File: config.mk
export PLATFORM = sky130hd
export DESIGN_NAME = stdio_merge
export DESIGN_NICKNAME = d
export VERILOG_FILES = /design/src/rtl/toy_stdio_pkg.sv /design/src/rtl/stdio_fifo.sv /design/src/rtl/stdio_merge.sv
export SDC_FILE = /design/constraint.sdc
export NUM_CORES = 1
export LEC_CHECK = 0
export CAP_MARGIN = 0
export CORE_MARGIN = 2
export CORE_UTILIZATION = 61
export DETAILED_ROUTE_END_ITERATION = 8
export GPL_TIMING_DRIVEN = 0
export PLACE_DENSITY_LB_ADDON = 0.05
export SLEW_MARGIN = 20
export SYNTH_ARGS = -nofsm -noshare
export SYNTH_HDL_FRONTEND = slang
export SYNTH_SLANG_ARGS = --single-unit
File: constraint.sdc
create_clock -name clk_i -period 4.5 [get_ports clk_i]
set_clock_uncertainty 0.2 [all_clocks]
set_input_delay 0.9 -clock clk_i [delete_from_list [all_inputs] [get_ports clk_i]]
set_output_delay 0.9 -clock clk_i [all_outputs]
set_load 0.01 [all_outputs]
File: src/rtl/toy_stdio_pkg.sv
// Shared definitions for the stdio stream path: the native word width,
// the word type, and the channel-index width helper used by the merger.
package toy_stdio_pkg;

  localparam int STDIO_W = 16;

  typedef logic [STDIO_W-1:0] stdio_word_t;

  // Width of a channel index; never narrower than one bit so a
  // single-channel build still has a legal out_chan_o port.
  function automatic int ch_w(input int n);
    return (n <= 1) ? 1 : $clog2(n);
  endfunction

endpackage

File: src/rtl/stdio_fifo.sv
// One DEPTH-entry synchronous FIFO for a single producer channel.
// Ports:
//   clk_i, rst_ni        clock, async active-low reset
//   flush_i              synchronous clear; pushes/pops in that cycle are dropped
//   push_i, push_data_i  write request and word (ignored while full)
//   pop_i                read request (ignored while empty)
//   head_o               word at the read pointer
//   full_o, empty_o      status flags
//   count_o              occupancy 0..DEPTH
module stdio_fifo
  import toy_stdio_pkg::*;
#(
  parameter int  DATA_W = STDIO_W,
  parameter int  DEPTH  = 4,
  localparam int AW     = $clog2(DEPTH)
) (
  input  logic              clk_i,
  input  logic              rst_ni,
  input  logic              flush_i,
  input  logic              push_i,
  input  logic [DATA_W-1:0] push_data_i,
  input  logic              pop_i,
  output logic [DATA_W-1:0] head_o,
  output logic              full_o,
  output logic              empty_o,
  output logic [AW:0]       count_o
);

  logic [DATA_W-1:0] mem_r [DEPTH];
  logic [AW-1:0]     wr_ptr_r;
  logic [AW-1:0]     rd_ptr_r;
  logic [AW:0]       count_r;
  logic              push_ok_s;
  logic              pop_ok_s;

  assign full_o  = (count_r == (AW+1)'(DEPTH));
  assign empty_o = (count_r == (AW+1)'(0));
  assign count_o = count_r;
  assign head_o  = mem_r[rd_ptr_r];

  // Full refuses a push even when a pop frees a slot this cycle.
  assign push_ok_s = push_i && !full_o && !flush_i;
  assign pop_ok_s  = pop_i && !empty_o && !flush_i;

  // Pointer and occupancy bookkeeping; pointers wrap naturally at DEPTH.
  always_ff @(posedge clk_i or negedge rst_ni) begin
    if (!rst_ni) begin
      wr_ptr_r <= '0;
      rd_ptr_r <= '0;
      count_r  <= '0;
    end else if (flush_i) begin
      wr_ptr_r <= '0;
      rd_ptr_r <= '0;
      count_r  <= '0;
    end else begin
      if (push_ok_s) wr_ptr_r <= wr_ptr_r + AW'(1);
      if (pop_ok_s)  rd_ptr_r <= rd_ptr_r + AW'(1);
      case ({push_ok_s, pop_ok_s})
        2'b10:   count_r <= count_r + (AW+1)'(1);
        2'b01:   count_r <= count_r - (AW+1)'(1);
        default: count_r <= count_r;
      endcase
    end
  end

  // Storage array; contents are only visible through count, so no reset.
  always_ff @(posedge clk_i) begin
    if (push_ok_s) mem_r[wr_ptr_r] <= push_data_i;
  end

endmodule

File: src/rtl/stdio_merge.sv
// N-channel stdio merger: each channel is buffered in its own FIFO and a
// round-robin arbiter moves one word per cycle into a registered output
// stream tagged with the source channel.
// Ports:
//   clk_i, rst_ni          clock, async active-low reset
//   flush_i                synchronous clear of all buffered and pending data
//   in_val_i/in_rdy_o      per-channel valid/ready
//   in_data_i              channel k at [k*DATA_W +: DATA_W]
//   out_val_o/out_rdy_i    merged stream handshake
//   out_data_o, out_chan_o merged word and its source channel
//   occ_o                  per-channel FIFO occupancy, AW+1 bits each
module stdio_merge
  import toy_stdio_pkg::*;
#(
  parameter int  N_CH   = 2,
  parameter int  DATA_W = STDIO_W,
  parameter int  DEPTH  = 4,
  localparam int AW     = $clog2(DEPTH),
  localparam int CH_W   = ch_w(N_CH)
) (
  input  logic                   clk_i,
  input  logic                   rst_ni,
  input  logic                   flush_i,
  input  logic [N_CH-1:0]        in_val_i,
  input  logic [N_CH*DATA_W-1:0] in_data_i,
  output logic [N_CH-1:0]        in_rdy_o,
  output logic                   out_val_o,
  output logic [DATA_W-1:0]      out_data_o,
  output logic [CH_W-1:0]        out_chan_o,
  input  logic                   out_rdy_i,
  output logic [N_CH*(AW+1)-1:0] occ_o
);

  logic [N_CH-1:0]   full_s;
  logic [N_CH-1:0]   empty_s;
  logic [N_CH-1:0]   pop_s;
  logic [DATA_W-1:0] head_s [N_CH];
  logic              load_s;
  logic              gnt_vld_s;
  logic [CH_W-1:0]   gnt_idx_s;
  logic [CH_W-1:0]   rr_next_s;
  logic [DATA_W-1:0] gnt_data_s;
  logic [CH_W-1:0]   rr_ptr_r;
  logic              out_val_r;
  logic [DATA_W-1:0] out_data_r;
  logic [CH_W-1:0]   out_chan_r;

  for (genvar k = 0; k < N_CH; k++) begin : g_ch
    stdio_fifo #(
      .DATA_W (DATA_W),
      .DEPTH  (DEPTH)
    ) u_fifo (
      .clk_i       (clk_i),
      .rst_ni      (rst_ni),
      .flush_i     (flush_i),
      .push_i      (in_val_i[k]),
      .push_data_i (in_data_i[k*DATA_W +: DATA_W]),
      .pop_i       (pop_s[k]),
      .head_o      (head_s[k]),
      .full_o      (full_s[k]),
      .empty_o     (empty_s[k]),
      .count_o     (occ_o[k*(AW+1) +: AW+1])
    );
    assign in_rdy_o[k] = !full_s[k] && !flush_i;
  end

  // The output slot can take a new word when empty or being drained now.
  assign load_s = !out_val_r || out_rdy_i;

  // Round-robin pick: first scan channels at or above rr_ptr, then wrap
  // to the lowest non-empty channel below it.
  always_comb begin
    gnt_vld_s = 1'b0;
    gnt_idx_s = '0;
    for (int j = 0; j < N_CH; j++) begin
      if (!gnt_vld_s && !empty_s[j] && (j >= int'(rr_ptr_r))) begin
        gnt_vld_s = 1'b1;
        gnt_idx_s = CH_W'(j);
      end else begin
        gnt_vld_s = gnt_vld_s;
      end
    end
    for (int j = 0; j < N_CH; j++) begin
      if (!gnt_vld_s && !empty_s[j]) begin
        gnt_vld_s = 1'b1;
        gnt_idx_s = CH_W'(j);
      end else begin
        gnt_vld_s = gnt_vld_s;
      end
    end
  end

  // Pop strobe and head-word mux for the granted channel.
  always_comb begin
    pop_s      = '0;
    gnt_data_s = '0;
    for (int j = 0; j < N_CH; j++) begin
      if (gnt_idx_s == CH_W'(j)) begin
        pop_s[j]   = load_s && gnt_vld_s && !flush_i;
        gnt_data_s = head_s[j];
      end else begin
        pop_s[j]   = 1'b0;
      end
    end
  end

  assign rr_next_s = (gnt_idx_s == CH_W'(N_CH-1)) ? CH_W'(0) : gnt_idx_s + CH_W'(1);

  // Output register and round-robin pointer; data/chan hold when idle.
  always_ff @(posedge clk_i or negedge rst_ni) begin
    if (!rst_ni) begin
      out_val_r  <= 1'b0;
      out_data_r <= '0;
      out_chan_r <= '0;
      rr_ptr_r   <= '0;
    end else if (flush_i) begin
      out_val_r  <= 1'b0;
      rr_ptr_r   <= '0;
    end else if (load_s) begin
      if (gnt_vld_s) begin
        out_val_r  <= 1'b1;
        out_data_r <= gnt_data_s;
        out_chan_r <= gnt_idx_s;
        rr_ptr_r   <= rr_next_s;
      end else begin
        out_val_r  <= 1'b0;
      end
    end
  end

  assign out_val_o  = out_val_r;
  assign out_data_o = out_data_r;
  assign out_chan_o = out_chan_r;

endmodule

==> impl_metrics.toml, run 1 <==
[setup_path]
path_max_fanout = 10
worst-path-buf-inv = 4
cpMaxStageDelayCell = "clkdlybuf4s50_1"
crit_chain = "clkdlybuf4s50_1 -> buf_2 -> clkbuf_1 -> a21oi_1 -> clkdlybuf4s50_1"
path_common_cell = "clkdlybuf4s50_1"
rrSetupSlack_ns = 1.59
cp-start-kind = "input port"
critPathKind = "input port to primary output"
critPathTopFamily = "buffers and inverters"
cpPeakStageDelay_ns = 0.54
arrival_ns = 2.83
cp.required_ns = 3.40
cp-end-kind = "primary output"

[clock_network]
clockRootBuffer = "clkbuf_8"
ctsHoldBuffers = 1
clockBufferDepth = 2
cts_htree_levels = 4
cts.repair.resized = 0
cts_setup_buffers = 0
cts_sinks = 161
cts_buffers = 17
insertion_delay_ns = 0.51
clkTransAtPathRegs_ns = 0.06
cts_tree = "done"

[floorplan]
fp-row-count = 37
dieHeight_um = 106.5
die_w_um = 106.5
start_util_pct = 62.32
dieArea_mm2 = 0.01134
ios = 64
core_region_area_mm2 = 0.01028

[cells_and_area]
num_antenna_cells = 0
area_delta_synth_final_pct = 21.57
drive_above_1_share_pct = 16.41
finalNetCount = 486
nFillCells = 630

[synthesis]
synth_seq_area_share_pct = 72.90
netlist.area_leader.share_pct = 60.01
yosysTopAreaCell = "edfxtp_1"
synth-seq-cells = 161
yosys_warnings = 0
avgSynthCellArea_um2 = 18.09
synth_cell_types = 37
yosys-top-cells-area = "edfxtp_1 60%, dfrtp_1 13%, mux4_2 11%"
synthCells = 354
netlist_area_mm2 = 0.006405
syn-num-nets = 402

[global_routing]
grt-ovfl-total = 0
antenna_found_initial = 0
grt_max_degree = 32
track_usage_pct = 23.82
grt_pass1_wl_mm = 19.45
grt_pass1_vias = 3653

[placement]
dp_hpwl_mm = 8.002
place_worst_setup_slack_ns = 0.5993
port-buffer-count = 63
place.gp.congestion = 0.7987

[timing]
fin_tns_setup_ns = 0
relSlewSlack_pct = 40.26
fin_crit_ns = 3.934
grt_setup_unrepaired = "false"
setup_ws_ns = 0.5665
setup_violations = 0
hold_viol = 0
fmax_mhz = 254.2
finalMaxSlewViolations = 0
worst_pin_slew_ns = 0.8961
period_share_pct = 87.41

[routing]
num_vias = 3460
viasPerCell = 5.894
drc = 0
ant_nets = 0
firstDrtPassIters = 4
wire_per_inst_um = 20.69
drtIter0Drc = 224
routed_wl_mm = 12.15

[job]
maxCapViolations = 0

[pwr]
power.leakage_nw = 2.717
max-vdd-ir-drop_mv = 0.3185
p_per_area_mw_per_mm2 = 562.8

[outcome]
status = "completed"

[worst_hold_path]
hold_class = "flip-flop to flip-flop"
## routing by layer
layer / vias to the layer above / wire length [um] / global-route usage, %
met4: 0 / 352 / 10.58
met3: 29 / 689 / 5.702
met1: 1746 / 4879 / 31.29
li1: 1555 / - / -
met2: 130 / 6224 / 38.51
met5: - / 0 / 0
## final timing paths
path / to / depth (start not counted) / startpoint
max: in_rdy_o[1] / 5 / flush_i
min: out_data_o[13]$_DFFE_PN0P_ / 2 / out_data_o[13]$_DFFE_PN0P_
max reg2reg: g_ch[0].u_fifo.count_o[2]$_DFFE_PN0P_ / 8 / g_ch[1].u_fifo.count_o[0]$_DFFE_PN0P_
min reg2reg: out_data_o[13]$_DFFE_PN0P_ / 2 / out_data_o[13]$_DFFE_PN0P_
max in group asynchronous: out_data_o[5]$_DFFE_PN0P_ / 3 / rst_ni
min in group asynchronous: g_ch[0].u_fifo.count_o[0]$_DFFE_PN0P_ / 2 / rst_ni
## cell type report
| cell class | count | area, um^2 | share of cell area [%] |
|---|---|---|---|
| plain buffers | 15 | 61.31 | 0.7874 |
| clock buffers | 21 | 439.2 | 5.640 |
| clock inverters | 11 | 116.4 | 1.494 |
| inverters | 11 | 41.29 | 0.5303 |
| multi-input cells | 167 | 1633 | 20.97 |
| flip-flops and latches | 161 | 4669 | 59.97 |
| well taps | 136 | 170.2 | 2.185 |
| repair buffers | 65 | 655.6 | 8.420 |
## cell usage in the layout, fill, tap and decap left out, drive strengths merged, types with 5 or more instances in the layout
cell           Yosys  final
a22oi             15     15
clkinv             1      7
and2               9      9
edfxtp           128    128
clkdlybuf4s50      0     62
nand2             39     39
or3                5      5
ha                 8      8
a21oi             11     11
inv               10     10
mux4              32     32
buf                7      9
clkbuf             8     29
nor2               8      8
dfrtp             33     33
## worst reg2reg max path: cells and delay by family (launching register included)
family,cells,cell delay (ns)
adder cells (fa/ha/maj),1,0.22
AND/OR/NAND/NOR,1,0.56
flip-flops,1,0.42
buffers and inverters,1,0.20
multiplexers,2,0.49
AO/OA/AOI/OAI,3,0.71
## cell usage after synthesis
library cell,number
nor2_1,8
a222oi_1,1
xnor2_1,4
nand3_1,2
and3_1,1
a31oi_1,1
nand2_1,39
or3_4,1
mux4_2,32
o311ai_0,1
or3_1,4
buf_1,3
buf_2,4
o2111ai_1,2
ha_1,8
a32oi_1,1
o21ai_0,3
nor2b_1,4
a22oi_1,15
o311a_1,1
clkbuf_1,8
o31ai_1,1
or3b_2,1
nor3_1,2
a2111oi_4,2
o211ai_1,2
nand4_1,1
fa_1,2
mux2i_1,4
nand2b_1,1
edfxtp_1,128
inv_1,10
clkinv_1,1
a21oi_1,11
and2_1,9
dfrtp_1,33
mux2_2,3
## through the flow
stage | total power [mW] | hold WS (ns) | instance area [um^2] | instances | util (%)
6_report | 4.382 | 0.2717 | 7786 | 587 | 75.76
5_1_grt | 4.584 | 0.3064 | 7786 | 587 | 75.76
4_1_cts | 4.411 | 0.2740 | 7786 | 587 | 75.76
3_5_place_dp | 3.078 | 0.2603 | 7221 | 554 | 70.26
3_3_place_gp | 3.037 | 0.2585 | 7206 | 553 | 70.11
2_1_floorplan | 2.612 | 0.3070 | 6405 | 354 | -
## state kept, by name, summed over array words and instances (netlist names)
signal and count:
g_ch.u_fifo.count_o 6, g_ch.u_fifo.mem_r 128, g_ch.u_fifo.rd_ptr_r 4, g_ch.u_fifo.wr_ptr_r 4, out_chan_o 1, out_data_o 16, out_val_o 1, rr_ptr_r 1
## kinds of logic after synthesis
| family | after synthesis | synth area share (%) |
|---|---|---|
| fa+ha+maj | 10 | 2.188 |
| simple gates | 73 | 5.333 |
| mux | 39 | 12.40 |
| xor+xnor | 4 | 0.5469 |
| compound gates | 41 | 5.021 |
| flops | 161 | 72.90 |
| buf+inv | 26 | 1.602 |
## power by group
group	internal (mW)	switching, mW
logic	0.552	0.570
clock network	0.799	0.535
registers	1.81	0.119
(Power assumes the default switching activity.)
==> inputs of run 2 (changes only) <==
Settings changed: CORE_UTILIZATION 61 to 60.
==> impl_metrics.toml, run 2 (synthesis results as in run 1) <==
[cells_and_area]
largest_register = "g_ch.u_fifo.mem_r"
final_cell_mix = "128 x edfxtp_1, 62 x clkdlybuf4s50_1, 39 x nand2_1"
nFillCells = 600
largest_reg_flops = 128
final_common_cell = "edfxtp_1"
finalNetCount = 486
drive_above_1_share_pct = 15.96
area_delta_synth_final_pct = 22.33
num_antenna_cells = 0
fin_util_pct = 75.89

[setup_path]
cp.required_ns = 3.40
cp-start-kind = "input port"
critPathKind = "input port to primary output"
cp-end-kind = "primary output"
arrival_ns = 2.81
path_max_fanout = 10

[clock_network]
clockBufferDepth = 2
ctsHoldBuffers = 1
clkTransAtPathRegs_ns = 0.06
insertion_delay_ns = 0.54
cts_sinks = 161
cts_htree_levels = 4
cts_tree = "done"
cts_buffers = 17
cts_setup_buffers = 0
cts.repair.resized = 0
clockRootBuffer = "clkbuf_8"

[timing]
period_share_pct = 86.84
grt_setup_unrepaired = "false"
fin_crit_ns = 3.908
setup_ws_ns = 0.5923
fin_tns_setup_ns = 0
relSlewSlack_pct = 38.43
worst_pin_slew_ns = 0.9235
hold_slack_ns = 0.2865
hold_viol = 0
fmax_mhz = 255.9
setup_violations = 0
finalMaxSlewViolations = 0

[floorplan]
fp-row-count = 37
start_util_pct = 62.04
ios = 64
core_region_area_mm2 = 0.01032
die_w_um = 107.3
dieHeight_um = 107.3
dieArea_mm2 = 0.01152

[routing]
wire_per_inst_um = 21.35
drtIter0Drc = 272
drc = 0
ant_nets = 0
viasPerCell = 5.969
routed_wl_mm = 12.53
num_vias = 3504
firstDrtPassIters = 7

[placement]
port-buffer-count = 63
place.gp.congestion = 0.8141
place_worst_setup_slack_ns = 0.6495
dp_hpwl_mm = 7.796

[global_routing]
grt_pass1_vias = 3584
track_usage_pct = 23.90
grt-ovfl-total = 0
grt_pass1_wl_mm = 19.62
grt_max_degree = 32
antenna_found_initial = 0

[pwr]
clockPowerShare_pct = 32.4
power.leakage_nw = 2.737
power.switching_mw = 1.251
sequentialPowerShare_pct = 42.6
max-vdd-ir-drop_mv = 0.2911
p_comb_share_pct = 25.0
p_per_area_mw_per_mm2 = 577.5
power.internal_mw = 3.273
swShare_pct = 27.65

[outcome]
status = "completed"

[worst_hold_path]
hold_class = "flip-flop to flip-flop"

[job]
maxCapViolations = 0
## run 2: layer usage
layer,vias to the layer above,global-route usage (%),routed length [um]
met5,-,0,0
met4,0,7.421,194
met3,16,7.324,768
met2,149,38.92,6441
met1,1782,31.37,5127
li1,1557,-,-
## run 2: path summary, 6_finish.rpt
path                                                    endpoint  slack, ns                                   from  cells after the start
min                                   out_data_o[13]$_DFFE_PN0P_       0.29             out_data_o[13]$_DFFE_PN0P_                      2
min reg2reg                           out_data_o[13]$_DFFE_PN0P_       0.29             out_data_o[13]$_DFFE_PN0P_                      2
max reg2reg                g_ch[0].u_fifo.count_o[2]$_DFFE_PN0P_       1.60  g_ch[1].u_fifo.count_o[0]$_DFFE_PN0P_                      8
max                                                  in_rdy_o[1]       0.59                                flush_i                      5
max in group asynchronous              out_data_o[5]$_DFFE_PN0P_       3.22                                 rst_ni                      3
min in group asynchronous  g_ch[0].u_fifo.count_o[0]$_DFFE_PN0P_       0.51                                 rst_ni                      2
## run 2: power by group through the flow
| stage | Sequential, mW | Combinational, mW | Clock, mW |
|---|---|---|---|
| after detailed placement | 1.95 | 1.13 | 0 |
| after floorplan | 1.96 | 0.650 | 0 |
| after global placement | 1.94 | 1.09 | 0 |
| after global routing | 1.95 | 1.23 | 1.54 |
| final | 1.93 | 1.13 | 1.46 |
| after CTS | 1.93 | 1.14 | 1.47 |
## run 2: per-stage QoR
stage | instances | instance area [um^2] | total power, mW
2_1_floorplan | 354 | 6405 | 2.612
3_3_place_gp | 553 | 7206 | 3.038
3_5_place_dp | 554 | 7221 | 3.076
4_1_cts | 587 | 7835 | 4.545
5_1_grt | 587 | 7835 | 4.718
6_report | 587 | 7835 | 4.525
## run 2: critical path: stages
cell,delay [ns]
clkdlybuf4s50_1,0.53
buf_2,0.27
clkbuf_1,0.50
a21oi_1,0.10
clkdlybuf4s50_1,0.51
## run 2: layout make-up
cell class | instances | area, um^2 | area share (%)
sequential | 161 | 4669 | 59.60
clock inverter | 10 | 161.4 | 2.060
clock buffer | 22 | 442.9 | 5.653
timing repair buffer | 65 | 655.6 | 8.368
buffer | 15 | 61.31 | 0.7825
multi-input combinational | 167 | 1633 | 20.84
inverter | 11 | 41.29 | 0.5270
tap | 136 | 170.2 | 2.172
